### config.mk
export PLATFORM = sky130hd
export DESIGN_NAME = multicycle_control
export DESIGN_NICKNAME = d
export VERILOG_FILES = /design/src/rtl/mips_ctrl_pkg.sv /design/src/rtl/multicycle_control.sv
export SDC_FILE = /design/constraint.sdc
export NUM_CORES = 1
export LEC_CHECK = 0
export BUFFER_PORTS_ARGS = -buffer_cell sky130_fd_sc_hd__buf_2
export CORE_ASPECT_RATIO = 1.2
export CORE_UTILIZATION = 49
export DETAILED_ROUTE_END_ITERATION = 6
export PLACE_DENSITY = 0.75
export SYNTH_ARGS = -nofsm -noshare
export SYNTH_HDL_FRONTEND = slang
export SYNTH_SLANG_ARGS = --single-unit
### constraint.sdc
create_clock -name clk -period 3.4 [get_ports clk]
set_clock_uncertainty 0.1 [all_clocks]
set_input_delay 0.68 -clock clk [delete_from_list [all_inputs] [get_ports clk]]
set_output_delay 0.68 -clock clk [all_outputs]
set_load 0.02 [all_outputs]
### src/rtl/mips_ctrl_pkg.sv
// ---------------------------------------------------------------------------
// mips_ctrl_pkg : state, opcode and ALUOp encodings for the multicycle control
// Rev 1.0
// ---------------------------------------------------------------------------
`default_nettype none

package mips_ctrl_pkg;

  typedef enum logic [3:0] {
    FETCH  = 4'd0,
    DECODE = 4'd1,
    MEMADR = 4'd2,
    MEMRD  = 4'd3,
    MEMWB  = 4'd4,
    MEMWR  = 4'd5,
    EXEC   = 4'd6,
    RWB    = 4'd7,
    BRANCH = 4'd8,
    JUMP   = 4'd9,
    ADDIEX = 4'd10,
    ADDIWB = 4'd11
  } state_t;

  localparam logic [5:0] OP_RTYPE = 6'd0;
  localparam logic [5:0] OP_J     = 6'd2;
  localparam logic [5:0] OP_BEQ   = 6'd4;
  localparam logic [5:0] OP_ADDI  = 6'd8;
  localparam logic [5:0] OP_LW    = 6'd35;
  localparam logic [5:0] OP_SW    = 6'd43;

  localparam logic [1:0] ALUOP_ADD   = 2'b00;
  localparam logic [1:0] ALUOP_SUB   = 2'b01;
  localparam logic [1:0] ALUOP_FUNCT = 2'b10;

  // True on the final cycle of a legal instruction, i.e. the edge that retires it.
  function automatic logic retires(state_t s, logic mem_ready);
    case (s)
      MEMWB, RWB, BRANCH, JUMP, ADDIWB: retires = 1'b1;
      MEMWR:                            retires = mem_ready;
      default:                          retires = 1'b0;
    endcase
  endfunction

endpackage

`default_nettype wire

### src/rtl/multicycle_control.sv
// ---------------------------------------------------------------------------
// multicycle_control : main sequencing FSM of the multicycle MIPS datapath
// Rev 1.0
// ---------------------------------------------------------------------------
`default_nettype none

module multicycle_control
  import mips_ctrl_pkg::*;
(
  input  logic        clk,
  input  logic        reset_n,
  input  logic [5:0]  opcode,
  input  logic        mem_ready,
  output logic [1:0]  ALUOp,
  output logic        ALUSrcA,
  output logic [1:0]  ALUSrcB,
  output logic [1:0]  PCSource,
  output logic        PCWrite,
  output logic        PCWriteCond,
  output logic        IorD,
  output logic        MemRead,
  output logic        MemWrite,
  output logic        IRWrite,
  output logic        MemtoReg,
  output logic        RegWrite,
  output logic        RegDst,
  output logic        illegal_op,
  output logic [31:0] instr_count
);

  state_t state;
  state_t next_state;

  always_ff @(posedge clk or negedge reset_n) begin
    if (!reset_n) state <= FETCH;
    else          state <= next_state;
  end

  always_comb begin
    next_state = FETCH;
    case (state)
      FETCH:  next_state = mem_ready ? DECODE : FETCH;
      DECODE: begin
        case (opcode)
          OP_LW, OP_SW: next_state = MEMADR;
          OP_RTYPE:     next_state = EXEC;
          OP_BEQ:       next_state = BRANCH;
          OP_J:         next_state = JUMP;
          OP_ADDI:      next_state = ADDIEX;
          default:      next_state = FETCH;
        endcase
      end
      MEMADR: next_state = (opcode == OP_SW) ? MEMWR : MEMRD;
      MEMRD:  next_state = mem_ready ? MEMWB : MEMRD;
      MEMWR:  next_state = mem_ready ? FETCH : MEMWR;
      EXEC:   next_state = RWB;
      ADDIEX: next_state = ADDIWB;
      default: next_state = FETCH;
    endcase
  end

  always_comb begin
    ALUOp       = ALUOP_ADD;
    ALUSrcA     = 1'b0;
    ALUSrcB     = 2'b00;
    PCSource    = 2'b00;
    PCWrite     = 1'b0;
    PCWriteCond = 1'b0;
    IorD        = 1'b0;
    MemRead     = 1'b0;
    MemWrite    = 1'b0;
    IRWrite     = 1'b0;
    MemtoReg    = 1'b0;
    RegWrite    = 1'b0;
    RegDst      = 1'b0;
    illegal_op  = 1'b0;
    case (state)
      FETCH: begin
        MemRead = 1'b1;
        ALUSrcB = 2'b01;
        IRWrite = mem_ready;
        PCWrite = mem_ready;
      end
      DECODE: begin
        ALUSrcB = 2'b11;
        illegal_op = !(opcode inside {OP_LW, OP_SW, OP_RTYPE, OP_BEQ, OP_J, OP_ADDI});
      end
      MEMADR, ADDIEX: begin
        ALUSrcA = 1'b1;
        ALUSrcB = 2'b10;
      end
      MEMRD: begin
        MemRead = 1'b1;
        IorD    = 1'b1;
      end
      MEMWB: begin
        RegWrite = 1'b1;
        MemtoReg = 1'b1;
      end
      MEMWR: begin
        MemWrite = 1'b1;
        IorD     = 1'b1;
      end
      EXEC: begin
        ALUSrcA = 1'b1;
        ALUOp   = ALUOP_FUNCT;
      end
      RWB: begin
        RegWrite = 1'b1;
        RegDst   = 1'b1;
      end
      BRANCH: begin
        ALUSrcA     = 1'b1;
        ALUOp       = ALUOP_SUB;
        PCWriteCond = 1'b1;
        PCSource    = 2'b01;
      end
      JUMP: begin
        PCWrite  = 1'b1;
        PCSource = 2'b10;
      end
      ADDIWB: RegWrite = 1'b1;
      default: ;
    endcase
    // State is already FETCH in reset, but mem_ready could still raise IRWrite/PCWrite.
    if (!reset_n) begin
      PCWrite     = 1'b0;
      PCWriteCond = 1'b0;
      IRWrite     = 1'b0;
      MemWrite    = 1'b0;
      RegWrite    = 1'b0;
      illegal_op  = 1'b0;
    end
  end

  always_ff @(posedge clk or negedge reset_n) begin
    if (!reset_n)                      instr_count <= 32'd0;
    else if (retires(state, mem_ready)) instr_count <= instr_count + 32'd1;
  end

endmodule

`default_nettype wire
==> results list <==
* Ratio of final minimum period to clock period: 0.782
- For this run, global-route usage on met3 was measured as 0.0423.
- The synthesized netlist occupies a cell area of 0.00208 sq mm.
* First-pass GRT wire length: 7270 um
* Initial core utilization: 0.521
- Number of enable flip-flop cells after synthesis: 0
- The startpoint identified for the worst hold timing path is instr_count[22].
- Post-CTS setup buffers: 0
- Clock tree synthesis found a total of 36 sinks.
* Std-Cell Rows: 25
- GR Overflow Total: 0
* Largest cells by area after synthesis: sky130_fd_sc_hd__dfrtp_1, sky130_fd_sc_hd__xor2_1, sky130_fd_sc_hd__nor4_1, sky130_fd_sc_hd__nor3_1, sky130_fd_sc_hd__nand3_1
- Hold buffer count at CTS: 0
- The congestion estimate from routability-driven global placement came to 0.798.
- The global routing stage identified its most utilized layer as met2.
- Post-placement worst setup slack: 0.743 ns
- IR analysis of the VDD net gives a maximum drop of 0.496 mV.
- Insertion delay to the later sink of the worst-skew pair: 0.29 ns
* Final core area utilization: 0.626
- Yosys cell types: 36
- Across all register-to-register paths, the minimum setup slack is 0.74 ns.
- Startpoint type of the worst setup path: register
- After detailed routing, the average wire length per cell comes to 13.5 um.
- Static timing analysis puts the maximum clock frequency at 376 MHz.
- The biggest area contributor in the post-synthesis netlist is sky130_fd_sc_hd__dfrtp_1.
- Type of destination of the critical path: register
- # port buffers: 57
- During synthesis, Yosys emitted a total of 0 warnings.
- Root buffer cell: sky130_fd_sc_hd__clkbuf_8
* Worst slew margin relative to its limit: 0.326
* Static leakage: 0.920 nW
- In the synthesized netlist the dominant register cell turns out to be sky130_fd_sc_hd__dfrtp_1.
- HPWL reported at the end of detailed placement: 3300 um
* Syn_nets: ~240
- After detailed routing, the total wire length is 4550 um.
* Final critical-path setup slack: approximately 0.74 ns
- Area delta synth->final: 20.3%
- Worst hold path class: register to register
- Clk pin slew, worst setup/hold paths: 0.07 ns
* Vias in the first global route: 1643
- Total CTS buffers: 5
- For this run, global-route usage on met2 was measured as 0.360.
- After technology mapping, the gate count stands at 228.
- The initial antenna violation count was 0.
- At the worst endpoint, the arrival time is 2.77 ns.
- Total count of max-transition violations in the final report: 0
- Setup repair after global routing missed its margin: false
- Post-layout min period: 2.66 ns
- Initial DRC Count: 85
- Vias per Instance: 5.49
- The share of the Yosys chip area taken by registers is 0.432.
- The area fraction in compound gates after synthesis was 0.0522.
- Number of gates given a new drive strength after cts: 0
* Final nets: around 290
- Global router's overall resource usage: 0.215
- After synthesis, the largest family of logic cells by area is simple AND/OR/NAND/NOR gates.
- Of the total synthesized cell area, the portion taken by XOR and XNOR cells is 0.139.
* Number of remaining DRC errors: 0
* Area share of the largest cell type after synthesis: 0.432
- Floorplan core area: 0.00400 sq mm
- Counting flops with an async set or reset pin after synthesis yields a share of 1.00.
* CTS Buffer Depth: 2
- Number of H-tree levels: 2
- The commonest cells after synthesis are sky130_fd_sc_hd__dfrtp_1, sky130_fd_sc_hd__xor2_1, sky130_fd_sc_hd__nor3_1.
* Worst Tran Pin Value: approximately 1.0 ns
- Critical path launch point: state[2]
- TritonCTS built the clock tree.
- The portion of synthesized area spent on multiplexers is 0.00540.
- For the worst setup path, the data required time is between 3 and 4 ns.
* Maximum number of pins on one net before global-route repair: 37
- Post-Synth Simple-Gate Area: 0.322
* Share of layout cells above drive strength 1: 0.248
* Most frequently used cell type in the post-synthesis netlist: sky130_fd_sc_hd__dfrtp_1
- The pre-antenna-repair detailed-routing pass consisted of 4 iterations.
- Setup violations remaining at the end of the flow were counted as 0.
* DIE HEIGHT: 73.5 um
* Total vias in the final route: roughly 1800
* Met1 Use GR: 0.266
- Power density over the cells: around 720 mW/mm^2
- Counting flops and latches in the post-synthesis netlist gives 36.
- Synthesized area per cell: 9.14 sq um
* Overall die width: 61.5 um
- Setup Total Neg Slack: 0 ns
- Run status: finished, final reports clean
- Pin placement for this block handled 58 I/O pins.
* Ant diodes: 0
- Of the total synthesized cell area, the portion taken by full adders, half adders and majority gates is 0.00600.
* DIE AREA: 0.00452 sq mm
* Final hold violation count: 0
* Maximum fanout count along the critical path: 32
- Launch instance of the worst register-to-register path: state[2]
- The critical path is of the register to register type.
- The tool flagged a number of max-cap violations equal to 0.
- The count of nets left with antenna violations once routing finished came out at 0.
==> path summary, 6_finish.rpt <==
check                                       end  cells past startpoint
worst max-delay path            instr_count[31]                      4
worst min-delay path            instr_count[22]                      1
worst max register to register  instr_count[31]                      4
worst min register to register  instr_count[22]                      1
max in group asynchronous        instr_count[5]                      2
min in group asynchronous       instr_count[31]                      2
==> flip-flops by register name (all words and copies together) (netlist names) <==
name,flops
instr_count,32
state,4
==> layout make-up <==
| class | count | area (sq um) |
|---|---|---|
| Fill cell | 372 | 1500 |
| Multi-Input combinational cell | 173 | 1090 |
| Sequential cell | 36 | 901 |
| Timing Repair Buffer | 58 | 293 |
| Clock buffer | 7 | 96.3 |
| Tap cell | 54 | 67.6 |
| Clock inverter | 1 | 30.0 |
| Inverter | 7 | 26.3 |
==> power breakdown <==
| group | switching (mW) | internal (mW) | leakage [nW] | total (mW) |
|---|---|---|---|---|
| registers | 0.157 | 0.507 | 0.364 | 0.664 |
| clock network | 0.146 | 0.259 | 0.0645 | 0.405 |
| logic | 0.481 | 0.264 | 0.492 | 0.745 |
| total | 0.785 | 1.03 | 0.920 | 1.81 |
==> layout by cell type, fill, tap and decap left out, types with 8 or more instances in the layout <==
master	synthesis	layout
sky130_fd_sc_hd__and3_1	8	8
sky130_fd_sc_hd__buf_2	3	57
sky130_fd_sc_hd__dfrtp_1	36	36
sky130_fd_sc_hd__nand2_1	15	15
sky130_fd_sc_hd__nand3_1	13	13
sky130_fd_sc_hd__nand4_1	8	8
sky130_fd_sc_hd__nor2_1	16	16
sky130_fd_sc_hd__nor3_1	21	21
sky130_fd_sc_hd__nor4_1	17	17
sky130_fd_sc_hd__xor2_1	27	27
==> cells by family after synthesis <==
group / Yosys count
AND/OR/NAND/NOR: 121
flip-flops: 36
XOR/XNOR: 33
buffers and inverters: 19
AO/OA/AOI/OAI: 17
multiplexers: 1
adder cells (fa/ha/maj): 1
==> stage by stage <==
stage	cell area (sq um)	total power [mW]	cells	hold slack (ns)
2_1_floorplan	2080	1.21	228	0.284
3_3_place_gp	2380	1.40	328	0.365
3_5_place_dp	2380	1.41	328	0.373
4_1_cts	2510	1.82	336	0.386
5_1_grt	2510	1.94	336	0.404
6_report	2510	1.81	336	0.384
==> layer usage <==
metal | vias up | share of wire
li1 | 920 | -
met1 | 879 | 0.44
met2 | 40 | 0.51
met3 | 6 | 0.034
met4 | 0 | 0.015
met5 | - | 0
==> critical path, cell delays in order (launching register included) <==
cell	delay (ns)
sky130_fd_sc_hd__dfrtp_1	0.64
sky130_fd_sc_hd__nor2_1	0.16
sky130_fd_sc_hd__or4_1	1.00
sky130_fd_sc_hd__nor4_1	0.50
sky130_fd_sc_hd__xor2_1	0.18
Power figures use the tool's default switching activity.
